**src/rtl/fpe.sv**
```systemverilog
// Floating-point exponent and shift-sequencing unit: holds two signed exponents,
// computes align/mul/div exponents and sequences mantissa shift strobes.
module fpe #(
  parameter int EXP_W  = 8,
  parameter int MANT_W = 40,
  parameter int CNT_W  = 6
) (
  input  logic             __clk,
  input  logic             _0_f,
  input  logic             ld_a,
  input  logic             ld_b,
  input  logic [EXP_W-1:0] exp_a,
  input  logic [EXP_W-1:0] exp_b,
  input  logic [2:0]       cmd,
  input  logic             mant_norm,
  input  logic             mant_zero,
  input  logic             mant_ovf,
  output logic             shr,
  output logic             shl,
  output logic             swap,
  output logic             busy,
  output logic             done,
  output logic [EXP_W-1:0] exp_r,
  output logic             g,
  output logic             ovf,
  output logic             unf,
  output logic             zr
);

  localparam int WW = EXP_W + 2;
  localparam logic signed [WW-1:0] EMAX     = WW'((1 << (EXP_W - 1)) - 1);
  localparam logic signed [WW-1:0] EMIN     = ~EMAX;
  localparam logic signed [WW-1:0] MANT_LIM = WW'(MANT_W);
  localparam logic [CNT_W-1:0]     CNT_LIM  = CNT_W'(MANT_W);
  localparam logic [CNT_W-1:0]     CNT_ONE  = CNT_W'(1);

  typedef enum logic [2:0] {
    S_IDLE, S_ALIGN, S_SHIFT_R, S_NORM, S_CALC, S_RANGE, S_DONE
  } state_t;

  state_t             state;
  logic [EXP_W-1:0]   a_q, b_q;
  logic signed [WW-1:0] acc;
  logic [CNT_W-1:0]   cnt;
  logic               first;

  logic signed [WW-1:0] a_w, b_w, sum_w, dif_w, mag, acc_p1, acc_m1, exp_w;

  always_comb begin
    a_w    = {{2{a_q[EXP_W-1]}}, a_q};
    b_w    = {{2{b_q[EXP_W-1]}}, b_q};
    sum_w  = a_w + b_w;
    dif_w  = a_w - b_w;
    mag    = acc[WW-1] ? -acc : acc;
    acc_p1 = acc + WW'(1);
    acc_m1 = acc - WW'(1);
    exp_w  = {{2{exp_r[EXP_W-1]}}, exp_r};
  end

  always_ff @(posedge __clk or posedge _0_f) begin
    if (_0_f) begin
      state <= S_IDLE;
      a_q   <= '0;
      b_q   <= '0;
      acc   <= '0;
      cnt   <= '0;
      first <= 1'b0;
      shr   <= 1'b0;
      shl   <= 1'b0;
      swap  <= 1'b0;
      busy  <= 1'b0;
      done  <= 1'b0;
      exp_r <= '0;
      g     <= 1'b0;
      ovf   <= 1'b0;
      unf   <= 1'b0;
      zr    <= 1'b0;
    end else begin
      unique case (state)
        S_IDLE: begin
          done <= 1'b0;
          if (ld_a) a_q <= exp_a;
          if (ld_b) b_q <= exp_b;
          // Operands are captured from the pre-load A/B on the accepting edge.
          if (cmd inside {3'd1, 3'd2, 3'd3, 3'd4}) begin
            busy <= 1'b1;
            g    <= 1'b0;
            ovf  <= 1'b0;
            unf  <= 1'b0;
            zr   <= 1'b0;
            swap <= 1'b0;
          end
          unique case (cmd)
            3'd1: begin
              acc   <= dif_w;
              exp_r <= dif_w[WW-1] ? b_q : a_q;
              state <= S_ALIGN;
            end
            3'd2: begin
              acc   <= exp_w;
              cnt   <= '0;
              first <= 1'b1;
              state <= S_NORM;
            end
            3'd3: begin
              acc   <= sum_w;
              state <= S_CALC;
            end
            3'd4: begin
              acc   <= dif_w;
              state <= S_CALC;
            end
            default: state <= S_IDLE;
          endcase
        end

        S_ALIGN: begin
          swap <= acc[WW-1];
          if (mag >= MANT_LIM) begin
            g     <= 1'b1;
            done  <= 1'b1;
            state <= S_DONE;
          end else if (acc == '0) begin
            done  <= 1'b1;
            state <= S_DONE;
          end else begin
            shr   <= 1'b1;
            cnt   <= CNT_W'(mag);
            state <= S_SHIFT_R;
          end
        end

        S_SHIFT_R: begin
          cnt <= cnt - CNT_ONE;
          if (cnt == CNT_ONE) begin
            shr   <= 1'b0;
            done  <= 1'b1;
            state <= S_DONE;
          end
        end

        S_NORM: begin
          first <= 1'b0;
          shr   <= 1'b0;
          shl   <= 1'b0;
          if (mant_zero) begin
            acc   <= '0;
            exp_r <= '0;
            zr    <= 1'b1;
            done  <= 1'b1;
            state <= S_DONE;
          end else if (first && mant_ovf) begin
            shr   <= 1'b1;
            acc   <= acc_p1;
            exp_r <= acc_p1[EXP_W-1:0];
          end else if (!mant_norm) begin
            // Give up once the full mantissa width has been shifted in.
            if (cnt == CNT_LIM) begin
              acc   <= '0;
              exp_r <= '0;
              zr    <= 1'b1;
              done  <= 1'b1;
              state <= S_DONE;
            end else begin
              shl   <= 1'b1;
              cnt   <= cnt + CNT_ONE;
              acc   <= acc_m1;
              exp_r <= acc_m1[EXP_W-1:0];
            end
          end else begin
            state <= S_RANGE;
          end
        end

        S_CALC: begin
          exp_r <= acc[EXP_W-1:0];
          state <= S_RANGE;
        end

        S_RANGE: begin
          if (acc > EMAX) begin
            ovf   <= 1'b1;
            exp_r <= EMAX[EXP_W-1:0];
          end else if (acc < EMIN) begin
            unf   <= 1'b1;
            zr    <= 1'b1;
            exp_r <= '0;
          end
          done  <= 1'b1;
          state <= S_DONE;
        end

        S_DONE: begin
          done  <= 1'b0;
          busy  <= 1'b0;
          state <= S_IDLE;
        end

        default: state <= S_IDLE;
      endcase
    end
  end

endmodule

```
**config.mk**
```make
export PLATFORM = sky130hd
export DESIGN_NAME = fpe
export DESIGN_NICKNAME = d
export VERILOG_FILES = /design/src/rtl/fpe.sv
export SDC_FILE = /design/constraint.sdc
export NUM_CORES = 1
export LEC_CHECK = 0
export ABC_AREA = 1
export BUFFER_PORTS_ARGS = -buffer_cell sky130_fd_sc_hd__buf_2
export CAP_MARGIN = 20
export CELL_PAD_IN_SITES_DETAIL_PLACEMENT = 0
export CELL_PAD_IN_SITES_GLOBAL_PLACEMENT = 1
export CORE_MARGIN = 5
export CORE_UTILIZATION = 39
export CTS_CLUSTER_SIZE = 24
export DETAILED_ROUTE_END_ITERATION = 10
export HOLD_SLACK_MARGIN = 0.08
export PLACE_DENSITY = 0.83
export SETUP_SLACK_MARGIN = 0.1
export SYNTH_ARGS = -nofsm -noshare
export SYNTH_HDL_FRONTEND = slang
export SYNTH_SLANG_ARGS = --single-unit
```
**constraint.sdc**
```tcl
create_clock -name __clk -period 1.9 [get_ports __clk]
set_input_delay 0.19 -clock __clk [delete_from_list [all_inputs] [get_ports __clk]]
set_output_delay 0.19 -clock __clk [all_outputs]
set_load 0.02 [all_outputs]
```
==> results of run 1 <==
[synthesized netlist by cell type, types with 3 or more instances]
| cell | count | area [µm²] |
|---|---|---|
| nor2_2 | 5 | 31.3 |
| dfrtp_1 | 53 | 1330 |
| clkbuf_1 | 5 | 18.8 |
| buf_6 | 3 | 33.8 |
| o21ai_0 | 39 | 195 |
| nor2_4 | 4 | 45.0 |
| nand2_2 | 10 | 62.6 |
| nor2_1 | 59 | 221 |
| ha_1 | 22 | 275 |
| nand2_1 | 166 | 623 |
| xor2_1 | 9 | 78.8 |
| inv_1 | 74 | 278 |
| a21boi_1 | 4 | 30.0 |
| nand3_1 | 59 | 295 |
| inv_2 | 17 | 63.8 |
| o21ai_1 | 6 | 30.0 |
| nand4_1 | 19 | 119 |
| o211ai_1 | 8 | 60.1 |
| a31oi_1 | 3 | 18.8 |
| a21oi_2 | 4 | 35.0 |
| nand3_2 | 3 | 30.0 |
| or2_2 | 4 | 25.0 |
| nor3_1 | 4 | 20.0 |
| buf_2 | 11 | 55.1 |
| a21oi_1 | 48 | 240 |
| nor3_2 | 4 | 40.0 |
| o221ai_1 | 3 | 26.3 |
| mux2_2 | 6 | 67.6 |
[sequential cells by signal, indices dropped and copies added, names as in the netlist]
signal	count
acc	10
a_q	8
b_q	8
exp_r	8
cnt	6
state	3
busy	1
done	1
first	1
g	1
ovf	1
shl	1
shr	1
swap	1
unf	1
zr	1
[layer usage]
metal / track usage / up-vias
met1: 0.252 / 2415
li1: - / 2497
met4: 0.0702 / 0
met3: 0.0272 / 30
met5: 0 / -
met2: 0.394 / 150
[power by group through the flow]
stage	Sequential [µW]	Clock [µW]	Combinational, µW
floorplan	1180	0	74.5
global placement	1170	0	161
detailed placement	1170	0	164
CTS	1140	1130	170
global route	1150	1180	197
finish	1150	1110	176
[worst min path at each step]
stage	slack, ns	cells past startpoint	endpoint
after global routing	0.12	2	a_q[6]
final	0.11	2	a_q[4]
after floorplan	0.34	1	a_q[6]
after CTS	0.12	2	a_q[4]
after detailed placement	0.23	2	a_q[7]
after global placement	0.22	2	a_q[6]
[layout by cell type (no fill, tap or decap), types with 9 or more instances in the layout]
| master | netlist | final |
|---|---|---|
| inv_2 | 17 | 29 |
| nand3_1 | 59 | 43 |
| ha_1 | 22 | 14 |
| nand3_2 | 3 | 15 |
| inv_1 | 74 | 60 |
| buf_2 | 11 | 42 |
| nand2_2 | 10 | 29 |
| dfrtp_1 | 53 | 50 |
| nor2_1 | 59 | 53 |
| nand4_1 | 19 | 19 |
| o21ai_1 | 6 | 12 |
| a21oi_1 | 48 | 41 |
| nor2_4 | 4 | 10 |
| buf_4 | 2 | 98 |
| o21ai_0 | 39 | 25 |
| xor2_1 | 9 | 9 |
| nand2_1 | 166 | 143 |
| a21oi_2 | 4 | 10 |
| o21ai_2 | 1 | 9 |
[kinds of logic after synthesis]
family                     count (synthesis)  synth area share
and+or+nand+nor                          341             0.343
AOI/OAI and AO/OA                        127             0.163
buffers and inverters                    115             0.105
DFF                                       53             0.289
adders and majority gates                 24            0.0688
xor gates and xnor gates                   9            0.0172
muxes                                      6            0.0147
[worst register-to-register path: cells and delay by family, from the launching register on]
kind	cells	cell delay [ns]
AND/OR/NAND/NOR	9	0.75
flip-flops	1	0.39
AO/OA/AOI/OAI	2	0.27
adder cells (fa/ha/maj)	2	0.48
buffers and inverters	2	0.12
[per-stage QoR]
| stage | instances | area [µm²] | setup slack (ns) | power, µW |
|---|---|---|---|---|
| floorplan | 675 | 4610 | -0.0910 | 1250 |
| global placement | 934 | 5600 | -0.174 | 1330 |
| detailed placement | 934 | 5600 | -0.286 | 1330 |
| CTS | 949 | 6040 | -0.149 | 2440 |
| global route | 954 | 6350 | -0.288 | 2520 |
| finish | 954 | 6350 | -0.189 | 2430 |
[what timing repair did]
| item | 4_1_cts | 5_1_grt |
|---|---|---|
| gates cloned | 2 | 0 |
| setup endpoints to repair | 34 | 36 |
| pin swaps | 17 | 33 |
| buffers inserted | 4 | 6 |
| gates resized for setup | 46 | 82 |
| hold buffers | 1 | 0 |
| endpoints found under the hold margin | 20 | 0 |
[final cells by class]
class,instances,area share
Timing Repair Buffer,148,0.164
Sequential cell,53,0.209
Tap cell,143,0.0282
Clock inverter,3,0.00788
Multi-Input combinational cell,509,0.514
Clock buffer,5,0.0197
Inverter,93,0.0564
==> run summary, run 1 <==
Later-pin clock latency in the skew report: 0.31 ns. At the end of the flow, the number of nets in the layout was 860. Hold is met by 0.115 ns. The distinct cell type count of the synthesized netlist came out at 46. The first detailed-routing pass ran for 5 iterations.

The largest net degree at the start of global routing came out at 34. From left edge to right edge, the die measures 118 µm. The maximum buffer depth of the clock tree came out at 2. The final-report max-slew violation count was 0; the number of enable-type register cells in the synthesized netlist was 0. The first-pass GRT wire length came out at 24.9 mm. After detailed routing, the met3 layer carries 682 µm of wire. The final critical-path setup slack is -0.189 ns.

Setup violations remaining at the end of the flow were counted as 13. The kind of cell with the highest combined delay on the critical path was simple AND/OR/NAND/NOR gates. Summed over all layers, the routed wires come to 15.1 mm. The class of the most critical hold timing path is in -> reg. Summed over all failing endpoints, the final setup total negative slack is -1.97 ns. The number of buffers and inverters on the critical path is 2.

Summing all flip-flop and latch instances after layout gives 0.00133 mm². For the portion of total power attributed to combinational logic, the log shows 0.072. Data on the critical path is required at its endpoint by 2.13 ns. The most critical setup path has its endpoint at exp_r[2]. The number of cells on the critical path was 15; the via count of the first global-routing pass was 5,168.

Input and output buffers added on the ports amount to 42. The clock sink count came out at 53. The most used flip-flop cell after synthesis is dfrtp_1.

After detailed routing, the number of vias per cell comes to 5.34. The number of antenna diodes in the final layout is 0. The depth of the worst register-to-register path was 15. The relative slew slack is 0.687, and the max-cap violation count is 0.

Traced cell by cell, the critical path runs through inv_2, ha_4, inv_2, fa_2, nand2_2, nand2_2, nand2_2, nand2_2, nand2_2, nand3_2, nand2_4, nand2_8, o21ai_2, nand2_1, a21oi_2. The worst-case vdd ir drop is 0.403 mV, and the internal power consumption is 1840 µW. The most frequent cell on the critical path was nand2_2. The aggregate global-route resource usage is 0.212, and the count of filler cells inserted in the layout is 1,057.

The async set-or-reset flop fraction in the synthesized netlist is 1.00. Once detail routing completed, the nets flagged for antenna violations numbered 0. After layout, the minimum clock period comes to 2.09 ns.

Initial antenna violation count: 0. The synthesized netlist occupies a cell area of 0.00458 mm². The HPWL after detailed placement is 11.8 mm, and the chip height is 118 µm. TritonCTS built the clock tree.

The tools report the number of nets in the synthesized netlist as 725. Clock tree synthesis selected as its root buffer the cell clkbuf_16. The tools report the TritonCTS buffer count as 5.

The floorplan has 39 rows. 43 I/O pins were placed. The largest single stage delay on the critical path is 0.39 ns. The endpoint kind of the worst setup timing path is a register. The startpoint type of the worst setup path is a register.

The upper clock frequency limit is 479 MHz. Routed signal wires occupy layers up through met4. The growth of design area from synthesis to finish was 38.5%. The fraction of the core area covered by cells at the end of the flow is 0.554, and the multi-input combinational cell area is 0.00326 mm². The final reports fail on negative setup slack.

The tools report the portion of the post-synthesis area used by sequential elements as 0.289. A synthesized cell averages 6.79 µm². Setup repair after global routing could not meet its margin everywhere. In this run, synthesis produced a sequential element count of 53. The share of post-route cells with drive strength above 1 was 0.388. In this run the worst path has a maximum fanout of 7. After clock tree synthesis, the clock-pin slew on the worst setup and hold paths is 0.08 ns.

The slack of the worst reg-to-reg path is -0.19 ns. Master of the slowest instance on the critical path: dfrtp_1. The clock share of power is 0.456, and the post-synthesis cell count is 675. Dividing total power by cell area gives a power density of 382 mW/mm².

The logs give 0.400 for the initial cell density of the core and 0 for the number of warnings issued by yosys. The tools report the leakage power of the design as 0.00320 µW. Between clock sinks in the finished design, the worst skew comes to 0.0119 ns.

The run gives 0.472 as the register share of total power. The run finished, with violations left. The die covers 0.0140 mm². In the final routed layout, each cell accounts on average for 15.8 µm. The arrival time at the worst endpoint came out at 2.32 ns. The floorplan core area came out at 0.0115 mm². In this run the critical register-to-register path is captured at exp_r[2]. For this run, design rule violations remaining after detail routing come to 0. The portion of the clock cycle consumed by the worst path in the final layout was 1.10.

At the pin with the least slew margin, the transition time is 0.468 ns. For this block, the initial DRC count from the detailed router was 403. The maximum level of the CTS H-tree was 2; the wire length on met1 was 6.23 mm.

The tools report the worst hold path startpoint as exp_a[4]. The total congestion overflow came out at 0. The tools report the worst flop-to-flop path startpoint as a_q[0].

The critical path in this run is classified as reg -> reg. Length of routed met2 wiring: 7.80 mm. Routability congestion estimate: 0.936.

Net switching fraction of the power: 0.243. The final route contains 5,092 vias. First element of the critical path: a_q[0]. For the total count of hold-check failures in the final report, the log shows 0. The run gives 589 µW as the reported net switching power.
No activity file was read; power rests on OpenSTA's default activity.
==> inputs of run 2 (changes only) <==
--- a/config.mk
+++ b/config.mk
@@ -19,2 +19,3 @@
 export SETUP_SLACK_MARGIN = 0.1
+export SKIP_LAST_GASP = 1
 export SYNTH_ARGS = -nofsm -noshare
==> constraint.sdc (replaced) <==
create_clock -name __clk -period 1.9 [get_ports __clk]
set_input_delay 0.38 -clock __clk [delete_from_list [all_inputs] [get_ports __clk]]
set_output_delay 0.38 -clock __clk [all_outputs]
set_load 0.02 [all_outputs]
==> run 2 against run 1 <==
The run still ends with negative setup slack left; sequential cell count did not move; critical path depth decreased by 1; utilization fell by 0.14 points; global-route usage is 0.10 points higher; cell count is 1.0% higher; critical endpoint is now exp_r[0]; largest cell class unchanged.
==> run summary, run 2 (synthesis gave the netlist of run 1 again) <==
The clock skew was 0.00643 ns; the overall power after layout was 2250 µW. Maximum level of the CTS H-tree: 2. In the detailed route, the total length drawn on met2 is 7.62 mm.

The total overflow left after global routing is 0. For the number of search-and-repair iterations in the first detailed-routing pass, the log shows 5. Leaving out fill and tap cells, the most frequent cell in the layout is nand2_1.

The via count of the first global-routing pass came out at 5,057. The total count of hold-check failures in the final report is 0, and the largest net degree at the start of global routing is 34. The port buffer count came out at 42. The run gives 0 as the antenna violation net count after detailed routing. The tools report the HPWL after detailed placement as 11.7 mm.

The tools report the relative slew slack as 0.698. Share of post-route cells with drive strength above 1: 0.373. At the worst endpoint, the required time is 2.08 ns.

The number of hold buffers added after CTS was 0. In this run the cell area measured after placement is 0.00563 mm². The register share of total power came out at 0.508. Setup repair after global routing could not meet its margin everywhere. The run gives 0 as the final-report max-slew violation count.

Routability-driven placement finished with a final weighted congestion of 0.967. The tools report the startpoint type of the worst setup path as a register. The sum of routed wire length over all layers is 15.1 mm.

The register clock-pin slew on the reported worst setup and hold paths was 0.07 ns; the aggregate global-route resource usage was 0.213. For the met3 wire length, the log shows 593 µm. The cell at the root of the clock tree was clkbuf_16. Signal routing reaches up to met4. The smallest clock period supported by the final layout is computed as 2.06 ns. Derived from the worst setup path, the maximum achievable clock frequency is 486 MHz. The worst-case IR drop observed on VDD is 0.353 mV. Clock tree synthesis found a total of 53 sinks. The wire length on met1 was 6.44 mm. The portion of the clock cycle consumed by the worst path in the final layout is 1.08. The leakage power of the design is 0.00321 µW. For the DRC violations left, the log shows 0. Of all nets on the critical path, the largest fanout is 7. The net switching fraction of the power was 0.249; the actual transition at the worst max-transition pin was 0.454 ns.

The run gives 24.9 mm as the first-pass GRT wire length. For the clock share of power, the log shows 0.417. The number of vias per cell after detailed routing was 5.21; the later-pin clock latency in the skew report was 0.30 ns. Counting along the longest clock path gives a buffer depth of 2. The fraction of the core area covered by cells at the end of the flow is 0.552. Once layout is done, the placed cells without fillers occupy 0.00633 mm².

The chip height was 118 µm. Setup violations remaining at the end of the flow were counted as 12. The floorplan has 39 rows. TritonCTS built the clock tree. The routed layout has 5,024 vias.

For the portion of total power attributed to combinational logic, the log shows 0.075. The tightest min-delay check is of the in -> async type. Floorplan core area: 0.0115 mm². From left edge to right edge, the die measures 118 µm. For the max-cap violation count, the log shows 0. The final reports fail on negative setup slack. At the end of the flow, the number of nets in the layout was 870. For the initial cell density of the core, the log shows 0.400. After detailed routing, the average wire length per cell comes to 15.6 µm.

Data on the critical path arrives at its endpoint at 2.24 ns. The tools report the internal power consumption as 1690 µW. The initial antenna violation count came out at 0. Counting flops per register, the top entry is acc. In this run the count of I/O pins placed on the die edge is 43. The run finished, with violations left.

Dividing total power by cell area gives a power density of 356 mW/mm². In this run the power spent charging and discharging nets is 560 µW. The library cells used most frequently in the layout, excluding fill and tap cells, are 154 x nand2_1, 109 x buf_4, 63 x inv_1, 52 x dfrtp_1, 51 x nor2_1.

The tools report the antenna cell count as 0. The worst setup path is of the reg -> reg kind. The growth of design area from synthesis to finish works out to 38.2%.

The final critical-path setup slack came out at -0.159 ns. Endpoint kind of the worst setup timing path: a register. The tools report the overall die area as 0.0140 mm². The register with the most flip-flops in the layout has 10 of them. The detailed router finished its first iteration with 300 violations.

The number of clock buffers added by TritonCTS is 5.
==> run 2: cell types whose count changed in the layout (fill, tap and decap cells not counted), moves of 4 or more <==
| cell | before | now |
|---|---|---|
| nand2_1 | 143 | 154 |
| buf_4 | 98 | 109 |
| nand3_2 | 15 | 10 |
| nor2_2 | 5 | 9 |
| nand3_1 | 43 | 49 |
| nand2_2 | 29 | 19 |
==> run 2: timing repair <==
action	4_1_cts	5_1_grt
endpoints found under the setup margin	30	39
buffers inserted	9	6
pin swaps	21	30
cloned	2	0
gates resized for setup	63	48
==> run 2: worst paths after layout <==
| check | slack, ns | startpoint | to | cells after the start |
|---|---|---|---|---|
| setup / recovery | -0.16 | a_q[0] | exp_r[0] | 14 |
| hold / removal | 0.11 | _0_f | b_q[7] | 3 |
| setup reg to reg | -0.16 | a_q[0] | exp_r[0] | 14 |
| hold reg to reg | 0.47 | done | done | 2 |
| max in group asynchronous | 1.39 | _0_f | exp_r[1] | 3 |
| min in group __clk | 0.31 | exp_a[2] | a_q[2] | 2 |
==> run 2: worst max-delay path: stages (launching register included) <==
cell and delay [ns]:
dfrtp_1 0.39, inv_2 0.08, ha_4 0.13, inv_2 0.04, fa_2 0.34, nand2_2 0.07
nand2_1 0.05, nand2_1 0.07, nand2_2 0.06, nand2_2 0.07, nand3_4 0.10, nand2_8 0.13
nand2_8 0.09, o211ai_1 0.24, a21oi_2 0.08
==> run 2: layout make-up <==
class	count	area, µm²
clock inverter	2	13.8
inverter	93	355
timing repair buffer	158	1110
multi-input combinational	509	3220
clock buffer	6	129
fill	1081	5130
sequential	53	1330
tap	143	179
==> run 2: through the flow <==
stage	hold slack, ns	setup TNS [ns]	std cells	setup WS, ns
floorplan	0.464	-0.558	675	-0.0910
global placement	0.424	-1.45	939	-0.179
detailed placement	0.434	-2.28	939	-0.232
CTS	0.114	-1.18	958	-0.121
global route	0.156	-3.53	964	-0.296
finish	0.107	-1.36	964	-0.159
==> run 2: power by group through the flow <==
| stage | combinational, µW | sequential (µW) | clock (µW) |
|---|---|---|---|
| 3_5_place_dp | 163 | 1170 | 0 |
| 4_1_cts | 167 | 1140 | 957 |
| 5_1_grt | 191 | 1150 | 1010 |
| 2_1_floorplan | 74.5 | 1180 | 0 |
| 6_report | 168 | 1150 | 940 |
| 3_3_place_gp | 161 | 1170 | 0 |
==> run 2: routing by layer <==
metal	vias up	global-route usage
met2	150	0.377
met5	-	0
li1	2510	-
met3	38	0.0291
met1	2326	0.266
met4	0	0.0744
==> inputs of run 3 (changes only) <==
- MAX_ROUTING_LAYER: unset -> met4
==> run 3 against run 2 <==
The run still ends with negative setup slack left; worst setup slack got worse by 0.042 ns; critical path type unchanged; critical path depth rose by 1; sequential cell count did not move; largest power group unchanged; clock skew rose by 0.0054 ns; highest routed layer unchanged; sequential power barely moved; total power rose by 6.2%; combinational power rose by 4%; clock power rose by 14%; first-iteration DRC count fell by 2.0%; wire length rose by 0.83%; register-to-register slack got worse by 0.04 ns; largest cell class unchanged.
==> run summary, run 3 (synthesis gave the netlist of run 1 again) <==
The flow ran to the end, but the final reports show violations. The final reports fail on negative setup slack. Final-report max-slew violation count: 0. Initial antenna violation count: 0.

The register with the most flip-flops in the layout has 10 of them. The logs give 0.249 for the fraction of met1 tracks used by global routing and 43 for the number of placed I/O pins. The floorplan has 39 rows. The final critical-path setup slack is -0.201 ns.

The worst-case IR drop observed on VDD is 0.351 mV. The met3 track utilization from global routing was 0.0310; the TritonCTS buffer count was 5. In the final routed layout, each cell accounts on average for 15.6 µm. The highest cell delay on the worst timing path is 0.39 ns.

The port buffer count is 42, and the total count of hold-check failures in the final report is 0. The register with the most flip-flops is acc. The logs give 0.0140 mm² for the overall die area and 2 for the maximum buffer depth of the clock tree. The library cell used most frequently in the layout, excluding fill and tap cells, is nand2_1. At the pin with the least slew margin, the transition time is 0.431 ns.

The total number of nets in the final design was 879. The class of the most critical hold timing path is in -> async. The run gives 0.712 as the relative slew slack. The sum of routed wire length over all layers came out at 15.2 mm. STA classifies the critical path endpoint as a register. Max-cap violations in this run came to 0. The overall power after layout was 2390 µW; the vias after detailed routing was 5,127. The portion of the clock cycle consumed by the worst path in the final layout works out to 1.11. The cell at the root of the clock tree was clkbuf_16. The tools report the total congestion overflow as 0. The time the worst path needs with I/O delays and setup was 2.10 ns. The share of post-route cells with drive strength above 1 was 0.420.

TritonCTS built the clock tree. Met2 track utilization from global routing: 0.382. For this design, the CTS-stage hold fixing added 0 buffers.

Via count of the first global-routing pass: 4,986. The clock tree synthesis step divided the H-tree into 2 levels. The tree built by TritonCTS fans out to 53 sinks.

Dividing the detail-routed via count by the number of cells gives 5.27. In this run, the number of DRC markers left after iteration 0 of detailed routing was 294. Post-route setup TNS: -1.79 ns. STA classifies the critical path startpoint as a register.

Compared with the post-synthesis result, the final layout area differs by 43.2%. Power per cell area: 364 mW/mm². Detailed placement ended at an HPWL of 11.7 mm.

For the initial cell density of the core, the log shows 0.400. Setup repair after global routing could not meet its margin everywhere. Clock-pin slew was measured on the worst setup and hold paths at 0.08 ns. The core region is 0.0115 mm². The number of search-and-repair iterations in the first detailed-routing pass is 7, and the largest net degree at the start of global routing is 35. For this run, design rule violations remaining after detail routing come to 0. The worst register-to-register path begins at a_q[0]. The analysis attributes to cell leakage a power of 0.00329 µW.

Setup violations remaining at the end of the flow were counted as 12. Once detail routing completed, the nets flagged for antenna violations numbered 0. For this design, the slowest cell found on the critical path is dfrtp_1. In the layout the commonest cells are 146 x nand2_1, 112 x buf_4, 53 x inv_1, 51 x nor2_1, 48 x dfrtp_1. The antenna cell count is 0, and the largest driver fanout on the critical path is 14. The signal on the critical path passes through inv_2, ha_4, inv_2, fa_2, nand2_2, nand2_1, nand2_1, nand2_2, nand2_2, nand3_4, nand2_4, nand2_8, o21ai_2, nand2_1, a21oi_2. Later-pin clock latency in the skew report: 0.30 ns.

The chip height is 118 µm. The clock arrives with 0.0119 ns of skew. The aggregate global-route resource usage was 0.215. The setup path with the least slack is of type reg -> reg.

The upper clock frequency limit is 476 MHz. The kind of cell with the highest combined delay on the critical path is simple AND/OR/NAND/NOR gates. The first global-routing pass estimated 24.4 mm of wire. Measured along the x axis, the die boundary spans 118 µm. The most utilized layer in the global route result was met2. The worst register-to-register path has a setup slack of -0.20 ns.

Counting both buffers and inverters, the worst setup path holds a total of 2. Worst flop-to-flop path endpoint: exp_r[1]. The required time of the critical path came out at 2.13 ns.

Data on the critical path arrives at its endpoint at 2.33 ns. The congestion estimate from routability-driven global placement came to 0.954. Depth of the worst register-to-register path: 15.
-- run 3: cell types whose count changed in the layout (fill, tap and decap cells not counted), sizes merged --
cell / previous run / this run
buf: 158 / 168
nand2: 178 / 177
clkbuf: 6 / 5
bufinv: 0 / 1
-- run 3: area by class of cell --
type	count	area [µm²]
timing repair buffer	168	1220
clock inverter	3	43.8
clock buffer	5	125
sequential	53	1330
inverter	93	358
tap	143	179
multi-input combinational	508	3310
fill	1055	4900
-- run 3: power by group --
part	total, µW	switching [µW]	internal, µW	leakage [µW]
combinational	174	107	67.3	0.00265
sequential	1150	9.49	1140	0.000554
clock	1070	447	626	0.0000842
total	2390	564	1830	0.00329
-- run 3: worst max path at each step --
stage / endpoint / slack (ns) / depth (start not counted) / start
after detailed placement: exp_r[3] / -0.27 / 15 / a_q[0]
after global routing: exp_r[2] / -0.31 / 15 / a_q[0]
final: exp_r[1] / -0.20 / 15 / a_q[0]
after global placement: exp_r[3] / -0.20 / 15 / a_q[0]
after CTS: exp_r[4] / -0.13 / 15 / a_q[0]
after floorplan: exp_r[0] / -0.09 / 15 / a_q[0]
-- run 3: metal layers --
layer	part of all wire	vias up
met5	0	-
met4	0.029	0
met3	0.041	37
met2	0.52	149
met1	0.41	2409
li1	-	2532
-- run 3: stage by stage --
| stage | setup slack (ns) | util | instances | hold WS, ns | area (µm²) |
|---|---|---|---|---|---|
| after floorplan | -0.0910 | - | 675 | 0.464 | 4610 |
| after global placement | -0.201 | 0.491 | 937 | 0.422 | 5630 |
| after detailed placement | -0.273 | 0.491 | 937 | 0.429 | 5630 |
| after CTS | -0.126 | 0.530 | 954 | 0.102 | 6080 |
| after global routing | -0.311 | 0.572 | 973 | 0.121 | 6560 |
| final | -0.201 | 0.572 | 973 | 0.0984 | 6560 |
-- run 3: worst reg2reg max path: cells and delay by family, from the launching register on --
family          cells  cell delay [ns]
simple gates        9             0.74
fa+ha+maj           2             0.50
flops               1             0.39
compound gates      2             0.28
buf+inv             2             0.12
-- run 3: timing repair --
action                                  in CTS  in global routing
endpoints found under the setup margin      28                 39
gates cloned                                 1                  0
pin swaps                                   19                 47
buffers inserted                             8                 20
gates resized for setup                     55                 98
